==> config.mk <==
export PLATFORM = sky130hd
export DESIGN_NAME = priority_encoder
export DESIGN_NICKNAME = d
export VERILOG_FILES = /design/src/rtl/pe_lsb_isolate.sv /design/src/rtl/priority_encoder.sv
export SDC_FILE = /design/constraint.sdc
export NUM_CORES = 1
export LEC_CHECK = 0
export ABC_AREA = 1
export CAP_MARGIN = 20
export CORE_MARGIN = 1
export CORE_UTILIZATION = 43
export CTS_CLUSTER_DIAMETER = 60
export CTS_CLUSTER_SIZE = 12
export DETAILED_ROUTE_END_ITERATION = 7
export GPL_TIMING_DRIVEN = 0
export PLACE_DENSITY = 0.76
export SYNTH_ARGS = -nofsm -noshare
export SYNTH_HDL_FRONTEND = slang
export SYNTH_HIERARCHICAL = 1
export SYNTH_SLANG_ARGS = --single-unit
==> constraint.sdc <==
create_clock -name clk_i -period 0.9 [get_ports clk_i]
set_input_delay 0.18 -clock clk_i [delete_from_list [all_inputs] [get_ports clk_i]]
set_output_delay 0.18 -clock clk_i [all_outputs]
set_load 0.005 [all_outputs]
==> src/rtl/pe_lsb_isolate.sv <==
// rtl/pe_lsb_isolate.sv - combinational one-hot isolation of the lowest set bit
//
// Ports:
//   data_i  [WIDTH]  input word
//   lsb_o   [WIDTH]  one-hot mask of the lowest set bit of data_i, zero if data_i is zero
module pe_lsb_isolate #(
    parameter int WIDTH = 8
) (
    input  logic [WIDTH-1:0] data_i,
    output logic [WIDTH-1:0] lsb_o
);

    localparam logic [WIDTH-1:0] ONE = WIDTH'(1);

    // Two's complement negate keeps the lowest one and clears every bit below
    // it; the bits above it come out inverted, so the AND leaves only that bit.
    always_comb begin
        lsb_o = data_i & (~data_i + ONE);
    end

endmodule

==> src/rtl/priority_encoder.sv <==
// rtl/priority_encoder.sv - registered leading/trailing one-hot priority isolator
//
// Ports:
//   clk_i         clock, all state updates on the rising edge
//   srst_i        asynchronous active-low reset, clears both pipeline stages
//   data_i        [WIDTH] input word, registered in stage 1
//   data_left_o   [WIDTH] one-hot mask of the highest set bit, zero if none
//   data_right_o  [WIDTH] one-hot mask of the lowest set bit, zero if none
// Latency is two clocks; a word sampled at edge N is on the outputs after edge N+1.
module priority_encoder #(
    parameter int WIDTH = 8
) (
    input  logic             clk_i,
    input  logic             srst_i,
    input  logic [WIDTH-1:0] data_i,
    output logic [WIDTH-1:0] data_left_o,
    output logic [WIDTH-1:0] data_right_o
);

    logic [WIDTH-1:0] in_d;
    logic [WIDTH-1:0] in_q;
    logic [WIDTH-1:0] left_d;
    logic [WIDTH-1:0] left_q;
    logic [WIDTH-1:0] right_d;
    logic [WIDTH-1:0] right_q;
    logic [WIDTH-1:0] in_rev;
    logic [WIDTH-1:0] left_rev;

    always_comb begin
        in_d = data_i;
    end

    pe_lsb_isolate #(
        .WIDTH (WIDTH)
    ) u_right (
        .data_i (in_q),
        .lsb_o  (right_d)
    );

    // The highest set bit is the lowest set bit of the mirrored word; mirror
    // the input, isolate, then mirror the one-hot mask back.
    always_comb begin
        in_rev = '0;
        for (int i = 0; i < WIDTH; i++) begin
            in_rev[i] = in_q[WIDTH-1-i];
        end
    end

    pe_lsb_isolate #(
        .WIDTH (WIDTH)
    ) u_left (
        .data_i (in_rev),
        .lsb_o  (left_rev)
    );

    always_comb begin
        left_d = '0;
        for (int i = 0; i < WIDTH; i++) begin
            left_d[i] = left_rev[WIDTH-1-i];
        end
    end

    always_ff @(posedge clk_i or negedge srst_i) begin
        if (!srst_i) begin
            in_q    <= '0;
            left_q  <= '0;
            right_q <= '0;
        end else begin
            in_q    <= in_d;
            left_q  <= left_d;
            right_q <= right_d;
        end
    end

    assign data_left_o  = left_q;
    assign data_right_o = right_q;

endmodule

# Word-level counts from Yosys, hierarchy flattened
# Index checks and enable logic that the tools add are counted.
[word_totals] out_inout_bits=16 word_cells=9 ff_bits=24
[op_classes] addsub=2 n_bitwise=4
[op_table] cell="8-bit by 1-bit adder with 8-bit output (second input constant)" count=2
[op_table] cell="8-bit bitwise AND" count=2
[op_table] cell="8-bit NOT" count=2

# Depth between registers and ports, before layout
# Gate-level depths: netlist (run 1).
[logic_depth] word_depth=3 mapped_depth=3 ltp_nobuf=3

# By module
# Netlist (run 1), hierarchy kept.
[modules_own_cells] mod="priority_encoder" area_each_um2=600.6 cells_each=24 instances=1
[modules_own_cells] mod="pe_lsb_isolate" area_each_um2=91.3 cells_each=20 instances=2

# Worst setup path before layout (run 1)
# Ideal clock, no wire load.
[synth_path] path_kind="register to register" startpoint="register in_q[7]" endpoint="register left_q[0], in the netlist data_left_o[0]" n_path_buf=0 setup_ps=72 path_stages_with_launch=4 setup_slack_ps=128 arrival_ps=700 period_less_slack_ps=772 cell_sequence="dfrtp_1 nor2_2 nand3_2 nor2_1"
[synth_between] elab_chain_cells=3
[synth_lines] element="from (decl)" line_no="priority_encoder.sv:21" rtl="logic [WIDTH-1:0] in_q;"
[synth_lines] element="from (signal assigned)" line_no="priority_encoder.sv:69" rtl="in_q <= in_d;"
[synth_lines] element="8-bit NOT" line_no="pe_lsb_isolate.sv:18" rtl="lsb_o = data_i & (~data_i + ONE);"
[synth_lines] element="8-bit by 1-bit adder with 8-bit output" line_no="pe_lsb_isolate.sv:18"
[synth_lines] element="8-bit bitwise AND" line_no="pe_lsb_isolate.sv:18"
[synth_lines] element="named net left_rev[7]" line_no="priority_encoder.sv:27" rtl="logic [WIDTH-1:0] left_rev;"
[synth_lines] element="to (signal assigned)" line_no="priority_encoder.sv:70" rtl="left_q <= left_d;"
[synth_lines] element="to (decl)" line_no="priority_encoder.sv:23" rtl="logic [WIDTH-1:0] left_q;"
# The timed path passes the listed nets, and every way through them passes these cells.

# Worst setup path after layout (run 1)
[layout_path] startpoint="register left_q[4], in the netlist data_left_o[4]" endpoint="output data_left_o[4]"
[layout_lines] element="to (decl)" line_no="priority_encoder.sv:16" rtl="output logic [WIDTH-1:0] data_left_o,"
# No word-level cell between the ends.

==> flow_summary.yaml, run 1 <==
floorplan:
  die_h_um: 44.7
  placementRows: 15
  start_util_pct: 45.9
  core_sq_um: 1710
  pin_count: 26
  dieWidth_um: 44.7
  dieArea_sq_um: 2000
cells_and_area:
  antennaDiodeCount: 0
  layout_common_cells: "dfrtp_1, buf_2, nor2_1"
  nets: 107
  drive_gt1_share_pct: 34.4
  layout_commonest_cell: "dfrtp_1"
  syn_to_final_growth_pct: 34.2
grt:
  grt-busiest-layer: "met2"
  grt_max_degree: 25
  grt.overflow.total: 0
  antenna_found_initial: 0
  grt_usage_pct: 13.3
  use_met2_pct: 21.5
  groute.layer.met1.usage_pct: 16.0
  grt_pass1_wl_um: 1810
  grt_pass1_vias: 454
  grt_util_met3_pct: 2.45
routing:
  drc: 0
  avgViaCountPerCell: 4.18
  routed_wl_um: 1170
  dr_total_vias: 506
  post_drt_wl_per_cell_um: 9.64
  drtPass1Iterations: 4
  drtAntennaViolNets: 0
  first_iter_violations: 4
yosys:
  synth_area_per_cell_sq_um: 12.2
  ys_ff_latch: 24
  synth_cells: 64
  yosysTopAreaCellShare_pct: 76.7
  synthesis.nets: 74
  synth_area_sq_um: 783
  synth_area_leaders: "dfrtp_1, nor2_1, inv_1, nand2_1, nor2_2"
  yosys_warnings: 6
  yosysSeqAreaShare_pct: 76.7
  synth.distinct_cells: 8
  synth_top_area_cell: "dfrtp_1"
clock_network:
  cts_buffer_depth: 2
  cts_root_buf: "clkbuf_4"
  h-tree-depth: 1
  clkSinkCount: 24
  cts_hold_buf: 0
  clk_pin_slew_ns: 0.11
  cts_tree: "built"
  cts-buffers-inserted: 3
  insertion_delay_ns: 0.30
critical_path:
  cp_cell_sequence: "buf_2"
  worstSetupEndpointType: "output pin"
  start_kind: "flop"
  cp.arrival_ns: 0.81
  cp_max_fo: 1
  crit_family: "flip-flops"
  timing.rr.start: "in_q[1]$_DFF_PN0_"
  slowest_delay_ns: 0.39
  worstPathRequired_ns: 0.72
  cp_slowest_cell: "dfrtp_1"
  worstSetupPathType: "flop to output pin"
  critPathBufInv: 1
  cp-startpoint: "data_left_o[4]$_DFF_PN0_"
run_status:
  status: "finished with violations"
  violations: "negative hold slack, negative setup slack"
timing:
  rsz0062_at_grt: "true"
  slew_headroom_pct: 64.1
  finalSetupViolCount: 16
  slew_violations: 0
  post-route-min-period_ns: 0.986
  fin_setup_tns_ns: -1.14
  setup_ws_ns: -0.0859
  hold_ws_ns: -0.0465
  worst_slew_pin_slew_ns: 0.538
  fin_skew_ns: 0.00226
  clock.fmax_mhz: 1010
  hold_viol: 12
  fin_crit_sh_pct: 110
power_and_ir_drop:
  ir_drop_v: 0.00105
  power_density_nw_per_um2: 1710
  finalPower_mw: 1.80
  power.leakage_nw: 0.563
placed_design:
  io_buffers: 25
  gp_congestion: 0.716
  post-dp-hpwl_um: 796
hold_path:
  hp-class: "input pin to async pin"
flow_run:
  maxCapViolations: 0
## metal layers
metal | part of all wire [%] | vias up
met5 | 0 | -
met4 | 1.0 | 0
met3 | 5.1 | 2
met2 | 51 | 16
met1 | 43 | 235
li1 | - | 253
## cell type report
cell class,instances,area (sq um)
buffer,2,15.0
clock buffer,4,36.3
inverter,8,30.0
multi-input combinational,30,143
sequential,24,601
timing repair buffer,28,195
fill,139,657
tap,25,31.3
## through the flow
step	hold slack (ns)	instances	cell area [sq um]	setup WS, ns	utilization [%]
after CTS	0.176	119	1030	-0.186	60.4
final	-0.0465	121	1050	-0.0859	61.5
after floorplan	-0.116	64	783	0.128	-
after global placement	0.498	114	1060	-0.468	62.3
after global routing	-0.0246	121	1050	-0.136	61.5
after detailed placement	0.506	114	1060	-0.555	62.3
## synthesized netlist by cell type
| cell | n |
|---|---|
| nor2_1 | 14 |
| nand3_2 | 2 |
| nand2_1 | 8 |
| nor2_2 | 4 |
| dfrtp_1 | 24 |
| buf_4 | 2 |
| inv_1 | 8 |
| nor3_1 | 2 |
## state kept, by name, indices dropped and copies added (netlist names)
name          count
data_right_o      8
in_q              8
data_left_o       8
## kinds of logic (layout without fill, tap and decap cells)
kind of cell           Yosys count  count (layout)  synth area share [%]
buffers and inverters           10              42                  5.75
and+or+nand+nor                 30              30                  17.6
DFF                             24              24                  76.7
## timing repair
action	CTS	global route
buffers inserted	1	1
endpoints found under the hold margin	0	12
pin swaps	0	3
setup endpoints to repair	41	22
resized for setup	63	3
## where the power goes
group          leakage (nW)  switching [mW]  internal [mW]  total [mW]
Combinational         0.234          0.0629         0.0734       0.136
Sequential            0.308          0.0246           1.11        1.14
Clock                0.0210           0.277          0.246       0.523
Total                 0.563           0.364           1.43        1.80
## worst paths after layout
kind	to	slack, ns	cells past startpoint
setup reg to reg	data_right_o[7]$_DFF_PN0_	0.02	3
min in group clk_i	in_q[4]$_DFF_PN0_	0.30	1
max in group asynchronous	data_right_o[1]$_DFF_PN0_	0.46	2
hold / removal	data_right_o[5]$_DFF_PN0_	-0.05	1
setup / recovery	data_left_o[4]	-0.09	1
hold reg to reg	data_right_o[2]$_DFF_PN0_	0.53	1
Power figures use the tool's default switching activity.
==> run 2: changes to the inputs <==
Settings changed: SKIP_CTS_REPAIR_TIMING set to 1.
==> flow_summary.yaml, run 2 (synthesis results as in run 1) <==
critical_path:
  cp_cell_sequence: "clkbuf_2"
  cp_max_fo: 1
  worstSetupEndpointType: "output pin"
  cp.arrival_ns: 0.80
  cp_slowest_cell: "dfrtp_1"
  critPathBufInv: 1
  slowest_delay_ns: 0.39
  start_kind: "flop"
  crit_family: "flip-flops"
  worstPathRequired_ns: 0.72
  worstSetupPathType: "flop to output pin"
routing:
  routed_wl_um: 1170
  avgViaCountPerCell: 4.16
  drc: 0
  dr_total_vias: 503
  drtPass1Iterations: 2
  first_iter_violations: 4
  post_drt_wl_per_cell_um: 9.69
  drtAntennaViolNets: 0
timing:
  clock.fmax_mhz: 1030
  slew_headroom_pct: 63.5
  fin_skew_ns: 0.00198
  hold_viol: 0
  slew_violations: 0
  worst_slew_pin_slew_ns: 0.546
  post-route-min-period_ns: 0.975
  rsz0062_at_grt: "true"
  finalSetupViolCount: 16
  fin_crit_sh_pct: 108
  setup_ws_ns: -0.0753
grt:
  grt_usage_pct: 13.2
  grt.overflow.total: 0
  antenna_found_initial: 0
  grt_pass1_wl_um: 1800
  grt_pass1_vias: 453
  grt_max_degree: 25
floorplan:
  dieArea_sq_um: 2000
  core_sq_um: 1710
  die_h_um: 44.7
  dieWidth_um: 44.7
  pin_count: 26
  placementRows: 15
  start_util_pct: 45.9
clock_network:
  cts-buffers-inserted: 3
  cts_root_buf: "clkbuf_4"
  clk_pin_slew_ns: 0.11
  cts_tree: "built"
  clkSinkCount: 24
  h-tree-depth: 1
  cts_buffer_depth: 2
  insertion_delay_ns: 0.30
placed_design:
  io_buffers: 25
  gp_congestion: 0.716
  placed_area_sq_um: 1060
  post-place-cells: 114
  post-dp-hpwl_um: 796
power_and_ir_drop:
  power_density_nw_per_um2: 1700
  ir_drop_v: 0.00104
  finalPower_mw: 1.81
  power.leakage_nw: 0.552
flow_run:
  maxCapViolations: 0
cells_and_area:
  nets: 107
  instances_no_fill: 121
  syn_to_final_growth_pct: 35.8
  antennaDiodeCount: 0
  layout_common_cells: "dfrtp_1, clkbuf_2, nor2_1"
  fin_area_sq_um: 1060
  layout_commonest_cell: "dfrtp_1"
  drive_gt1_share_pct: 37.5
hold_path:
  hp-class: "input pin to async pin"
run_status:
  violations: "negative setup slack"
  status: "finished with violations"
## run 2: cell count changes in the layout (fill, tap and decap cells not counted), sizes merged
cell,change
buf,-15
clkbuf,+15
clkdlybuf4s50,+1
dlygate4sd2,-1
## run 2: through the flow
step | hold slack [ns] | TNS, ns | util, % | setup WS, ns
CTS | 0.289 | -11.64 | 64.5 | -0.448
global route | 0.244 | -1.85 | 62.3 | -0.125
finish | 0.224 | -0.971 | 62.3 | -0.0753
floorplan | -0.116 | 0 | - | 0.128
global placement | 0.498 | -12.34 | 62.3 | -0.468
detailed placement | 0.506 | -14.45 | 62.3 | -0.555
## run 2: final cells by class
cell class	count	area, sq um
Inverter	8	30.0
Fill cell	140	644
Timing Repair Buffer	28	196
Sequential cell	24	602
Clock buffer	4	36.3
Multi-Input combinational cell	30	153
Buffer	2	15.0
Tap cell	25	31.3
## run 2: layer usage
metal	track usage, %	routed length (um)	vias up
li1	-	-	254
met1	16.3	499	231
met2	20.9	603	16
met3	2.45	58	2
met4	9.09	12	0
met5	0	0	-
## run 2: worst paths after layout
path | from | endpoint | depth (start not counted) | slack, ns
min in group clk_i | data_i[4] | in_q[4]$_DFF_PN0_ | 1 | 0.30
max in group asynchronous | srst_i | data_right_o[1]$_DFF_PN0_ | 2 | 0.19
min | srst_i | data_right_o[5]$_DFF_PN0_ | 1 | 0.22
max | data_right_o[4]$_DFF_PN0_ | data_right_o[4] | 1 | -0.08
max reg2reg | in_q[1]$_DFF_PN0_ | data_right_o[7]$_DFF_PN0_ | 3 | 0.03
min reg2reg | in_q[6]$_DFF_PN0_ | data_left_o[5]$_DFF_PN0_ | 1 | 0.53
## run 2: report_power, final
group	internal (mW)	total (mW)	switching, mW
registers	1.11	1.14	0.0279
logic	0.0762	0.139	0.0632
clock network	0.247	0.524	0.278
==> run 3: changes to the inputs <==
Settings changed: GPL_TIMING_DRIVEN 0 to 1, SLEW_MARGIN set to 20.
==> flow_summary.yaml, run 3 (synthesis results as in run 1) <==
critical_path:
  cp-startpoint: "data_right_o[3]$_DFF_PN0_"
  worstSetupPathType: "flop to output pin"
  slowest_delay_ns: 0.39
  cp.arrival_ns: 0.81
  worstPathRequired_ns: 0.72
  critPathBufInv: 1
  timing.rr.start: "in_q[0]$_DFF_PN0_"
  cp_max_fo: 1
  cp_slowest_cell: "dfrtp_1"
  r2r_slack_ns: -0.02
  crit_family: "flip-flops"
  start_kind: "flop"
  cp_cell_sequence: "clkbuf_2"
  worstSetupEndpointType: "output pin"
grt:
  grt.overflow.total: 0
  grt_usage_pct: 13.3
  grt_max_degree: 25
  antenna_found_initial: 0
  grt_pass1_vias: 450
  grt_pass1_wl_um: 1790
floorplan:
  dieWidth_um: 44.7
  placementRows: 15
  pin_count: 26
  core_sq_um: 1710
  die_h_um: 44.7
  dieArea_sq_um: 2000
  start_util_pct: 45.9
timing:
  post-route-min-period_ns: 0.986
  fin_crit_sh_pct: 110
  slew_headroom_pct: 87.4
  slew_violations: 0
  clock.fmax_mhz: 1010
  setup_ws_ns: -0.0857
  worst_slew_pin_slew_ns: 0.189
  rsz0062_at_grt: "true"
  fin_skew_ns: 0.00928
  hold_viol: 0
  finalSetupViolCount: 18
power_and_ir_drop:
  power.leakage_nw: 0.553
  finalPower_mw: 2.03
  ir_drop_v: 0.00148
  power_density_nw_per_um2: 1910
clock_network:
  cts_buffer_depth: 2
  cts-buffers-inserted: 3
  clk_pin_slew_ns: 0.13
  insertion_delay_ns: 0.31
  clkSinkCount: 24
  cts_root_buf: "clkbuf_4"
  cts_tree: "built"
  h-tree-depth: 1
run_status:
  violations: "negative setup slack"
  status: "finished with violations"
routing:
  drtAntennaViolNets: 0
  first_iter_violations: 9
  avgViaCountPerCell: 4.18
  routed_wl_um: 1210
  drc: 0
  drtPass1Iterations: 4
  dr_total_vias: 498
  post_drt_wl_per_cell_um: 10.1
placed_design:
  placed_area_sq_um: 1070
  post-dp-hpwl_um: 802
  io_buffers: 25
  preCtsSetupSlack_ns: -0.0910
  post-place-cells: 113
  gp_congestion: 0.713
cells_and_area:
  drive_gt1_share_pct: 31.9
  syn_to_final_growth_pct: 35.3
  instances_no_fill: 119
  layout_commonest_cell: "dfrtp_1"
  antennaDiodeCount: 0
  final_util_pct: 62.1
  nets: 105
  fin_area_sq_um: 1060
  layout_common_cells: "dfrtp_1, clkbuf_2, nor2_1"
hold_path:
  hp-class: "input pin to async pin"
flow_run:
  maxCapViolations: 0
run 3: changes by cell type in the layout (fill, tap and decap cells not counted), sizes merged:
cell / before / now
buf: 5 / 3
bufinv: 0 / 1
clkbuf: 20 / 19
run 3: cell type report:
class | instances | area, sq um
Clock buffer | 3 | 22.5
Clock inverter | 1 | 30.0
Fill cell | 136 | 648
Inverter | 8 | 30.0
Multi-Input combinational cell | 30 | 140
Sequential cell | 24 | 601
Tap cell | 25 | 31.3
Timing Repair Buffer | 28 | 205
run 3: layer usage:
metal  GRT usage, %  vias up  wire [um]
met5              0        -          0
li1               -      247          -
met2           20.6       16        617
met4           10.9        0         12
met3           2.45        2         53
met1           16.0      233        525
run 3: power breakdown:
group	leakage, nW	switching (mW)	internal [mW]
registers	0.308	0.0273	1.11
clock network	0.0279	0.300	0.450
logic	0.217	0.0624	0.0740
run 3: worst paths after layout:
check | end | cells after the start
max | data_right_o[3] | 1
min | data_left_o[2]$_DFF_PN0_ | 2
max reg2reg | data_right_o[6]$_DFF_PN0_ | 3
min reg2reg | data_left_o[7]$_DFF_PN0_ | 0
max in group asynchronous | in_q[3]$_DFF_PN0_ | 2
min in group clk_i | in_q[4]$_DFF_PN0_ | 1
run 3: through the flow:
step                TNS [ns]  hold slack (ns)
floorplan                  0           -0.116
global placement       -1.09            0.453
detailed placement     -1.12            0.460
CTS                    -7.07            0.185
global route           -2.03            0.193
finish                 -1.14            0.195
